<file path="src/rtl/tracesys_capture_writer.sv">
// tracesys_capture_writer
// Streams Avalon-ST samples into the capture data RAM write port. While armed
// the RAM is a circular pre-trigger buffer; a trigger records its address and
// a clamped number of post-trigger samples is captured before stopping.
// Optional feature macro: TRACESYS_CAPTURE_SOP_TRIGGER_EN makes an accepted
// start-of-packet beat act as a trigger as well.
module tracesys_capture_writer #(
   parameter int DATA_WIDTH    = 8,
   parameter int ADDRESS_WIDTH = 1,
   parameter int DEPTH         = 1
) (
   input  logic                     clk,
   input  logic                     reset,
   input  logic [DATA_WIDTH-1:0]    in_data,
   input  logic                     in_valid,
   output logic                     in_ready,
   input  logic                     in_startofpacket,
   input  logic                     arm,
   input  logic                     trigger,
   input  logic [ADDRESS_WIDTH:0]   post_count,
   output logic [ADDRESS_WIDTH-1:0] wr_address,
   output logic [DATA_WIDTH-1:0]    wr_writedata,
   output logic                     wr_write,
   input  logic                     wr_waitrequest,
   output logic                     busy,
   output logic                     done,
   output logic                     wrapped,
   output logic [ADDRESS_WIDTH-1:0] trig_address,
   output logic [ADDRESS_WIDTH:0]   sample_count
);

   localparam int CW = ADDRESS_WIDTH + 1;
   localparam logic [CW-1:0]            DEPTH_C   = CW'(DEPTH);
   localparam logic [CW-1:0]            POST_MAX  = CW'(DEPTH - 1);
   localparam logic [ADDRESS_WIDTH-1:0] LAST_ADDR = ADDRESS_WIDTH'(DEPTH - 1);

`ifdef TRACESYS_CAPTURE_SOP_TRIGGER_EN
   localparam logic SOP_TRIG_EN = 1'b1;
`else
   localparam logic SOP_TRIG_EN = 1'b0;
`endif

   typedef enum logic [1:0] {
      S_IDLE,
      S_ARMED,
      S_POST,
      S_DONE
   } state_t;

   state_t                   state_q, state_d;
   logic [ADDRESS_WIDTH-1:0] wr_ptr_q, wr_ptr_d;
   logic [CW-1:0]            post_left_q, post_left_d;
   logic [ADDRESS_WIDTH-1:0] trig_address_q, trig_address_d;
   logic [CW-1:0]            sample_count_q, sample_count_d;
   logic                     wrapped_q, wrapped_d;
   logic                     done_q, done_d;

   logic acc;
   logic trig_hit;
   logic ptr_last;

   // Zero-latency accept and RAM write path
   always_comb begin
      in_ready     = ((state_q == S_ARMED) || (state_q == S_POST)) && !wr_waitrequest;
      acc          = in_valid && in_ready;
      wr_write     = acc;
      wr_writedata = in_data;
      wr_address   = wr_ptr_q;
      trig_hit     = trigger || (SOP_TRIG_EN && in_startofpacket);
      ptr_last     = (wr_ptr_q == LAST_ADDR);
      busy         = (state_q == S_ARMED) || (state_q == S_POST);
      done         = done_q;
      wrapped      = wrapped_q;
      trig_address = trig_address_q;
      sample_count = sample_count_q;
   end

   // Next-state, pointer and status computation
   always_comb begin
      state_d        = state_q;
      wr_ptr_d       = wr_ptr_q;
      post_left_d    = post_left_q;
      trig_address_d = trig_address_q;
      sample_count_d = sample_count_q;
      wrapped_d      = wrapped_q;
      done_d         = done_q;

      if (acc) begin
         wr_ptr_d = ptr_last ? '0 : wr_ptr_q + ADDRESS_WIDTH'(1);
         if (sample_count_q != DEPTH_C) begin
            sample_count_d = sample_count_q + CW'(1);
         end
      end

      case (state_q)
         S_IDLE, S_DONE: begin
            // No beats are accepted here, so arm owns every register.
            if (arm) begin
               state_d        = S_ARMED;
               wr_ptr_d       = '0;
               sample_count_d = '0;
               wrapped_d      = 1'b0;
               done_d         = 1'b0;
               // Clamp so the post-trigger run can never lap the trigger beat.
               post_left_d    = (post_count > POST_MAX) ? POST_MAX : post_count;
            end
         end
         S_ARMED: begin
            if (acc) begin
               if (ptr_last) begin
                  wrapped_d = 1'b1;
               end
               if (trig_hit) begin
                  trig_address_d = wr_ptr_q;
                  if (post_left_q == '0) begin
                     state_d = S_DONE;
                     done_d  = 1'b1;
                  end else begin
                     state_d = S_POST;
                  end
               end
            end
         end
         S_POST: begin
            if (acc) begin
               post_left_d = post_left_q - CW'(1);
               if (post_left_q == CW'(1)) begin
                  state_d = S_DONE;
                  done_d  = 1'b1;
               end
            end
         end
         default: state_d = S_IDLE;
      endcase
   end

   // State and status registers, asynchronously cleared
   always_ff @(posedge clk or posedge reset) begin
      if (reset) begin
         state_q        <= S_IDLE;
         wr_ptr_q       <= '0;
         post_left_q    <= '0;
         trig_address_q <= '0;
         sample_count_q <= '0;
         wrapped_q      <= 1'b0;
         done_q         <= 1'b0;
      end else begin
         state_q        <= state_d;
         wr_ptr_q       <= wr_ptr_d;
         post_left_q    <= post_left_d;
         trig_address_q <= trig_address_d;
         sample_count_q <= sample_count_d;
         wrapped_q      <= wrapped_d;
         done_q         <= done_d;
      end
   end

endmodule

</file>
<file path="config.mk">
export PLATFORM = sky130hd
export DESIGN_NAME = tracesys_capture_writer
export DESIGN_NICKNAME = d
export VERILOG_FILES = /design/src/rtl/tracesys_capture_writer.sv
export SDC_FILE = /design/constraint.sdc
export NUM_CORES = 1
export LEC_CHECK = 0
export CAP_MARGIN = 20
export CORE_ASPECT_RATIO = 1.2
export CORE_MARGIN = 1.5
export CORE_UTILIZATION = 34
export CTS_CLUSTER_DIAMETER = 40
export CTS_CLUSTER_SIZE = 25
export DETAILED_ROUTE_END_ITERATION = 10
export MAX_ROUTING_LAYER = met4
export PLACE_DENSITY = 0.84
export SETUP_SLACK_MARGIN = 0.3
export SLEW_MARGIN = 20
export SYNTH_ARGS = -nofsm -noshare
export SYNTH_HDL_FRONTEND = slang
export SYNTH_SLANG_ARGS = --single-unit
</file>
<file path="constraint.sdc">
create_clock -name clk -period 1.6 [get_ports clk]
set_input_delay 0.24 -clock clk [delete_from_list [all_inputs] [get_ports clk]]
set_output_delay 0.24 -clock clk [all_outputs]
set_load 0.03 [all_outputs]
</file>
==> impl_results.md, run 1 <==
* Core Area at 0.00168 mm2
* Startpoint types: flop
* Power per cell area at 2030 mW/mm2
* Final core utilization at a little over half
* Peak supply drop at 893 uV
* Share of cells above drive strength 1 at 40.9%
* Initial Util at 37.2%
* Layout Area Growth over Synthesis at 44.2%
* Clk sinks at 10
* Yosys top cell area share at 40.0%
* Tcrit/Tclk final at 110%
* Cts hold-fix bufs at 0
* Tmin final at 1.75 ns
* Post-Syn Instances at between 60 and 70
* HP Class: in -> async
* Pleak at 0.428 nW
* Critical Path End Type: output port
* Vias in the first global route at 607
* RD Place Congestion at a little over 0.8
* Hpwl dp at 1050 um
* RSZ-0062 raised after global routing: true
* Max Cap Viol at 0
* Final setup vio count at 10
* CTS tree: done
* Fmax at 0.571 GHz
* R2r worst-path depth at 7
* Slew Limit Fails at 0
* Top-Level Pins at 34
* Critical path class: reg -> out
* Reg2reg start: state_q[0]
* Root buffer cell: clkbuf_4
* Skew final at just over 0.003 ns
* Bufs on Longest Clock Path at 2
* Relative slew slack at between 70% and 80%
* Status: complete, but fails checks
* Slew @ Worst Pin at about 0.40 ns
* Uppermost layer routed: met4
* Worst R2R Setup Slack at -0.11 ns
* Final #Nets at 111
* Largest area contributor in the netlist: dfrtp_1
* Initial detailed-routing violation count at 9
* Post-Syn Area at ~630 um2
* Hold Vio Cnt, Final at 0
* Global-route wire length before repair at 2630 um
* Synthesized flop and latch total at 10
* Post-route DRC at 0
* Cell variety after synth at 23
* Row cnt at 16
* Vias per cell at 5.30
* Remaining global-route overflow at 0
* GRT Util Overall at 16.9%
* DRT Wirelength at 1590 um
* Fillers at 152
* First-pass iteration count of the detailed router at 4
* Clock-pin slew on the worst setup and hold paths at 0.07 ns
* Port Buf Inserts at 14
* Antenna-violating nets left at 0
* Synth top area cells: dfrtp_1 (40%), buf_4 (9.6%), ha_1 (8.0%), inv_1 (4.2%), a31oi_1 (4.0%)
* Initial antenna violation count at 0
* # diodes at 0
* Avg WL per Cell at 15.0 um
* Pre-CTS setup slack at -0.148 ns
* Die height at 50.0 um
* Die W at 42.2 um
* WP data arrival at 1.51 ns
* Violated checks: setup timing
* Wire length on met1 at 604 um
* Register area share after synthesis at approximately two fifths
* CTS Buf Count at 3
* Worst EP required at between 1 and 1.5 ns
* Final WS setup at -0.153 ns
* Setup Total Neg Slack at -0.739 ns
* Reg2reg end: trig_address
* Ys Warns at 0
* Largest net degree at the start of global routing at 11
* CP max FO at 3
* Die Area at 0.00211 mm2
* Worst-skew pair later-pin latency at 0.27 ns
* Total Power at 1.83 mW
* Met2 Wirelength at 833 um
* H-tree depth at 1
* Avg Inst Size Synth at 9.48 um2
* Met3 WL post-DR at ~110 um
* Post-Syn Nets at just under 90
* Routed vias at 562
## cell usage after synthesis
cell type and n:
mux2_4 1, a21oi_1 4, and3_1 1, nand2b_1 1
a41oi_1 1, a21o_4 1, o21a_1 1, nand3_2 1
ha_1 4, clkinv_4 1, nor2_1 4, xnor2_1 1
nor2b_1 1, a22oi_1 1, o21ai_0 5, or3b_4 1
a31oi_1 4, nand2_1 6, o32ai_1 1, buf_4 8
inv_1 7, dfrtp_1 10, buf_6 1
## layout by cell type (no fill, tap or decap)
cell type / netlist / final
a31oi_1: 4 / 4
clkdlybuf4s50_1: 0 / 5
nor2b_2: 0 / 1
clkinv_8: 0 / 1
o21a_1: 1 / 1
mux2_4: 1 / 1
dfrtp_1: 10 / 10
nand2_1: 6 / 6
a41oi_2: 0 / 1
nor2_1: 4 / 2
ha_4: 0 / 1
a21o_4: 1 / 1
buf_8: 0 / 1
nand2b_1: 1 / 1
or3b_4: 1 / 1
o21ai_1: 0 / 2
dlygate4sd2_1: 0 / 3
clkbuf_4: 0 / 3
a21oi_2: 0 / 1
a22oi_2: 0 / 1
o21ai_0: 5 / 3
inv_4: 0 / 1
inv_2: 0 / 1
o32ai_1: 1 / 1
clkbuf_2: 0 / 2
xnor2_1: 1 / 1
inv_1: 7 / 5
nand3_2: 1 / 1
a21oi_1: 4 / 3
clkdlybuf4s15_1: 0 / 1
nor2_4: 0 / 2
buf_6: 1 / 4
buf_4: 8 / 12
and3_1: 1 / 1
ha_1: 4 / 3
## worst max-delay path: stages, from the launching register on
cell      delay [ns]
dfrtp_1         0.39
inv_2           0.07
ha_4            0.21
or3b_4          0.41
clkinv_8        0.06
buf_8           0.11
## how the worst max path moves through the flow
| stage | endpoint | slack [ns] | cells after the start | start |
|---|---|---|---|---|
| 6_report | wr_write | -0.15 | 5 | state_q[0] |
| 5_1_grt | wr_write | -0.19 | 5 | state_q[0] |
| 4_1_cts | wr_write | -0.18 | 5 | state_q[0] |
| 3_5_place_dp | trig_address | -0.15 | 5 | in_valid |
| 3_3_place_gp | trig_address | -0.12 | 5 | in_valid |
| 2_1_floorplan | trig_address | -0.21 | 6 | state_q[1] |
## layer usage
metal	vias up	global-route usage, %
met3	6	3.30
li1	261	-
met5	-	-
met4	0	8.33
met2	25	32.0
met1	270	15.9
## per-stage QoR
step / instances / hold WS [ns] / area, um2
final: 106 / 0.260 / 902
after global placement: 96 / 0.456 / 769
after CTS: 105 / 0.261 / 876
after floorplan: 66 / 0.0802 / 633
after global routing: 106 / 0.320 / 902
after detailed placement: 96 / 0.477 / 769
## cells by family after synthesis
logic type                 synth area share (%)
and+or+nand+nor                            12.4
xor gates and xnor gates                   1.40
muxes                                      2.40
DFF                                        40.0
adders and majority gates                  8.00
AOI/OAI and AO/OA                          18.8
buffers and inverters                      17.0
## registers in the layout, summed over array words and instances (netlist names)
name	count
done	1
post_left_q	2
sample_count	2
state_q	2
trig_address	1
wr_address	1
wrapped	1
## final cells by class
| type | instances | area [um2] | share of cell area (%) |
|---|---|---|---|
| Inverter | 8 | 45.0 | 4.99 |
| Tap cell | 18 | 22.5 | 2.50 |
| Timing Repair Buffer | 28 | 246 | 27.3 |
| Sequential cell | 10 | 250 | 27.7 |
| Multi-Input combinational cell | 39 | 315 | 35.0 |
| Clock buffer | 3 | 22.5 | 2.50 |
## repair_timing
item                       4_1_cts  5_1_grt
gates resized for setup         21        9
buffers inserted                 6        1
setup endpoints to repair       19       16
pin swaps                        2        3
gates cloned                     0        0
## where the power goes
part / internal, mW / switching, mW / total (mW)
sequential: 0.324 / 0.0475 / 0.372
combinational: 0.603 / 0.682 / 1.28
clock: 0.0870 / 0.0901 / 0.177
total: 1.01 / 0.819 / 1.83
No activity file was read; power rests on OpenSTA's default activity.
==> run 2, diff against run 1 <==
Settings changed: SKIP_LAST_GASP set to 1.
==> run 2 against run 1 <==
Compared with the run above:
- largest power group unchanged
- register-to-register slack lost 0.02 ns
- core utilization grew 0.45 points
- the flow still finishes with violations (setup timing)
- sequential power is essentially flat
- critical path depth is the same
- largest cell class unchanged
- hold slack lost 0.0071 ns
- clock power is essentially flat
- sequential cell count is the same
- clock skew shrank 0.00066 ns
- sequential share of layout area shrank 0.23 points
- via count is the same
- routed wire length grew 6.5%
- fmax shrank 0.52%
==> impl_results.md, run 2 (same netlist as run 1, synthesis figures left out) <==
* Status: complete, but fails checks
* Violated checks: setup timing
* Power per cell area at 2090 mW/mm2
* RSZ-0062 raised after global routing: true
* Slew @ Worst Pin at around 0.4 ns
* Antenna-violating nets left at 0
* Remaining global-route overflow at 0
* Total Power at between 1.5 and 2 mW
* H-tree depth at 1
* Die Area at 0.00211 mm2
* Final WS setup at -0.162 ns
* Core Area at 0.00168 mm2
* Critical Path End Type: output port
* Max Cap Viol at 0
* Layout Area Growth over Synthesis at 45.4%
* Bufs on Longest Clock Path at 2
* Routed vias at about 560
* Global-route wire length before repair at ~2600 um
* Hold Vio Cnt, Final at 0
* Initial Util at 37.2%
* Critical path class: reg -> out
* Final setup vio count at 10
* Skew final at 0.00240 ns
* Wire length on met1 at 602 um
* HP Class: in -> async
* Final #Nets at 113
* Share of cells above drive strength 1 at 40.0%
* Met3 WL post-DR at 114 um
* Clk sinks at 10
* Initial detailed-routing violation count at 5
* Buf/Inv on CP at 3
* Clock-pin slew on the worst setup and hold paths at 0.07 ns
* Pre-CTS setup slack at -0.148 ns
* CTS Buf Count at 3
* Peak supply drop at 921 uV
* Fillers at 150
* Root buffer cell: clkbuf_4
* GRT Util Overall at approximately 17%
* Die W at 42.2 um
* Fmax at 0.568 GHz
* Crit-path max cell delay at 0.42 ns
* Top-Level Pins at 34
* Crit path cell chain: inv_2, ha_4, or3b_4, clkinv_8, buf_8
* Port Buf Inserts at 14
* Worst-skew pair later-pin latency at ~0.27 ns
* Hold WS at 0.253 ns
* Die height at 50.0 um
* Hpwl dp at 1050 um
* # diodes at 0
* Crit-path leading delay family: simple AND/OR/NAND/NOR gates
* Vias per cell at 5.20
* Met2 Wirelength at 902 um
* Largest net degree at the start of global routing at 11
* Most frequent cells in the layout: buf_4 (13), dfrtp_1 (10), nand2_1 (6)
* Relative slew slack at 72.7%
* Tcrit/Tclk final at 110%
* RD Place Congestion at 0.806
* Multi-input gate area at 304 um2
* CTS tree: done
* Uppermost layer routed: met4
* Slew Limit Fails at 0
* Worst EP required at 1.36 ns
* Slowest CP cell: or3b_4
* WP data arrival at 1.52 ns
* Pleak at about 0.44 nW
* CP max FO at 3
* Reg area at 250 um2
* DRT Wirelength at 1700 um
* Final core utilization at 54.1%
* Avg WL per Cell at 15.7 um
* Post-route DRC at 0
* First-pass iteration count of the detailed router at 6
* Initial antenna violation count at 0
* Tmin final at 1.76 ns
* Vias in the first global route at 607
* Commonest non-fill, non-tap cell in the layout: buf_4
* Startpoint types: flop
* Row cnt at 16
-- run 2: cell count changes in the layout (fill, tap and decap cells not counted) --
cell / delta
a21oi_1: +1
a21oi_2: -1
a41oi_1: +1
a41oi_2: -1
buf_4: +1
buf_6: +1
-- run 2: final cells by class --
type | count | share of cell area [%]
inverter | 8 | 4.95
timing repair buffer | 30 | 29.2
tap | 18 | 2.48
clock buffer | 3 | 2.48
sequential | 10 | 27.5
multi-input combinational | 39 | 33.4
-- run 2: path summary, 6_finish.rpt --
kind,start,end,slack [ns],cells past startpoint
worst min register to register,sample_count[1],sample_count[0],0.49,1
max in group asynchronous,reset,state_q[0],1.06,2
min in group clk,in_data[0],wr_writedata[0],0.48,0
worst max-delay path,state_q[0],wr_write,-0.16,5
worst max register to register,state_q[0],post_left_q[1],-0.13,8
worst min-delay path,reset,trig_address,0.25,2
-- run 2: report_power, final --
group | switching [mW] | total, mW | internal (mW) | leakage (nW)
logic | 0.689 | 1.35 | 0.660 | 0.297
registers | 0.0489 | 0.373 | 0.324 | 0.128
clock network | 0.0898 | 0.177 | 0.0871 | 0.0138
total | 0.827 | 1.90 | 1.07 | 0.439
-- run 2: what timing repair did --
| action | in CTS | in global routing |
|---|---|---|
| pin swaps | 2 | 4 |
| hold buffers | 0 | 0 |
| endpoints found under the hold margin | 0 | 0 |
| resized for setup | 20 | 9 |
| setup buffers | 6 | 3 |
| setup endpoints to repair | 19 | 16 |
-- run 2: layer usage --
layer	track usage, %	up-vias
met3	3.30	8
met4	8.33	0
met5	-	-
li1	-	264
met1	15.9	266
met2	32.0	24
-- run 2: through the flow --
step / std cells / TNS, ns / area, um2
after CTS: 105 / -0.808 / 873
after global placement: 96 / -0.282 / 769
after floorplan: 66 / -0.634 / 633
final: 108 / -0.856 / 910
after detailed placement: 96 / -0.559 / 769
after global routing: 108 / -1.45 / 910
==> run 3, diff against run 2 <==
Settings changed: CELL_PAD_IN_SITES_DETAIL_PLACEMENT set to 0, CELL_PAD_IN_SITES_GLOBAL_PLACEMENT set to 1, CORE_UTILIZATION 34 to 24.
==> run 3 against run 2 <==
Compared with the run above:
- largest cell class unchanged
- worst setup slack worse by 0.017 ns
- cell count up 18%
- clock-buffer cell count up 1
- largest power group unchanged
- combinational power up 11%
- routed wire length down 4.4%
- sequential cell count unchanged
- critical path depth down 1
- first-iteration DRC count up 20%
- highest routed layer unchanged
- global-route usage down 4.8 points
- fmax down 0.95%
- the flow still finishes with violations (setup timing)
==> impl_results.md, run 3 (same netlist as run 1, synthesis figures left out) <==
* Fmax at 0.562 GHz
* RD Place Congestion at 0.745
* Clock-pin slew on the worst setup and hold paths at 0.08 ns
* Worst-skew pair later-pin latency at 0.27 ns
* Switch share at 40.9%
* Initial antenna violation count at 0
* Clk network pwr share at approximately 11%
* Antenna-violating nets left at 0
* Hold Vio Cnt, Final at 0
* # diodes at 0
* CTS tree: done
* Die W at 49.6 um
* WP data arrival at 1.54 ns
* Tcrit/Tclk final at 111%
* CP max FO at 3
* Slowest CP cell: dfrtp_1
* Final setup vio count at 13
* Vias per cell at 4.54
* Share of cells above drive strength 1 at 44.7%
* Tmin final at 1.78 ns
* Power per cell area at 2100 mW/mm2
* Logic pwr share at 70.9%
* Switching power at 0.864 mW
* Peak supply drop at between 1000 and 1500 uV
* Avg WL per Cell at 12.8 um
* CTS Buf Count at 3
* Worst EP required at 1.36 ns
* Hpwl dp at around 1100 um
* Buf/Inv on CP at 2
* Max Cap Viol at 0
* DP Cell Count at 112
* First-pass iteration count of the detailed router at 2
* Largest net degree at the start of global routing at 11
* Core Area at 0.00250 mm2
* Row cnt at 20
* Most frequent cells in the layout: buf_4 (13), dfrtp_1 (10), buf_6 (7), nand2_1 (6)
* H-tree depth at 1
* Remaining global-route overflow at 0
* Crit-path max cell delay at approximately 0.42 ns
* Startpoint types: flop
* Initial Util at 25.0%
* R2r worst-path depth at 6
* Pint at between 1 and 1.5 mW
* Die Area at around 0.003 mm2
* GRT Util Overall at 12.1%
* Worst R2R Setup Slack at -0.16 ns
* Relative slew slack at 72.6%
* Commonest non-fill, non-tap cell in the layout: buf_4
* Vias in the first global route at between 500 and 600
* Top-Level Pins at 34
* Critical path class: reg -> out
* Violated checks: setup timing
* Pleak at 0.471 nW
* Seq pwr share at around 18%
* Root buffer cell: clkbuf_4
* HP Class: in -> async
* Critical Path End Type: output port
* Slew Limit Fails at 0
* Finished Layout Cells at 127
* RSZ-0062 raised after global routing: true
* Layout Area Growth over Synthesis at 60.8%
* Bufs on Longest Clock Path at 2
* Final #Nets at 116
* DRT Wirelength at approximately 1600 um
* Port Buf Inserts at 14
* Critical Path Stages at 4
* Initial detailed-routing violation count at 6
* Fillers at 250
* Routed vias at 576
* Skew final at 0.00534 ns
* Status: complete, but fails checks
* Crit path cell chain: ha_4, or3b_4, clkinv_8, buf_8
* Post-route DRC at 0
* Global-route wire length before repair at 2570 um
* Die height at 58.9 um
* Clk sinks at 10
* Slew @ Worst Pin at 0.410 ns
* Crit-path leading delay family: flip-flops
* Final WS setup at -0.179 ns
* Final core utilization at 40.2%
run 3: routing by layer:
layer | global-route usage, % | up-vias | wire [um]
met1 | 13.0 | 280 | 704
li1 | - | 273 | -
met3 | 2.54 | 4 | 71
met5 | - | - | 0
met2 | 21.5 | 19 | 812
met4 | 5.16 | 0 | 34
run 3: worst reg2reg max path, delay by kind of cell, from the launching register on:
family | cells | cell delay [ns]
muxes | 1 | 0.31
buffers and inverters | 2 | 0.18
and+or+nand+nor | 2 | 0.50
adders and majority gates | 1 | 0.25
DFF | 1 | 0.42
run 3: metrics by stage:
step                area (um2)  setup slack (ns)  TNS [ns]  total power [mW]  hold WS (ns)
detailed placement         796            -0.157    -0.634              1.32         0.480
finish                    1010            -0.179     -1.24              2.11         0.254
CTS                        971            -0.206     -1.47              1.97         0.263
global placement           796            -0.123    -0.440              1.30         0.461
global route              1010            -0.216     -1.95              2.24         0.288
floorplan                  633            -0.208    -0.634              1.03        0.0802
run 3: area by class of cell:
cell class                 instances  area [um2]  share of cell area (%)
timing repair buffer              33         315                    31.3
clock buffer                       4        36.3                    3.61
sequential                        10         250                    24.9
tap                               33        41.3                    4.10
inverter                           8        45.0                    4.48
multi-input combinational         39         318                    31.6
run 3: path summary, 6_finish.rpt:
kind / from / to
setup / recovery: state_q[1] / wr_write
hold / removal: reset / state_q[1]
setup reg to reg: state_q[1] / trig_address
hold reg to reg: wrapped / wrapped
max in group asynchronous: reset / post_left_q[1]
min in group clk: in_data[3] / wr_writedata[3]
run 3: power groups by stage:
stage	sequential [mW]	combinational [mW]	clock, mW
2_1_floorplan	0.438	0.590	0
3_3_place_gp	0.370	0.929	0
3_5_place_dp	0.375	0.946	0
4_1_cts	0.378	1.34	0.244
5_1_grt	0.385	1.60	0.257
6_report	0.378	1.50	0.237
run 3: timing repair:
action	in CTS	in global routing
hold endpoints to repair	0	0
pin swaps	6	5
hold buffers	0	0
endpoints found under the setup margin	19	16
resized for setup	27	8
setup buffers	9	2
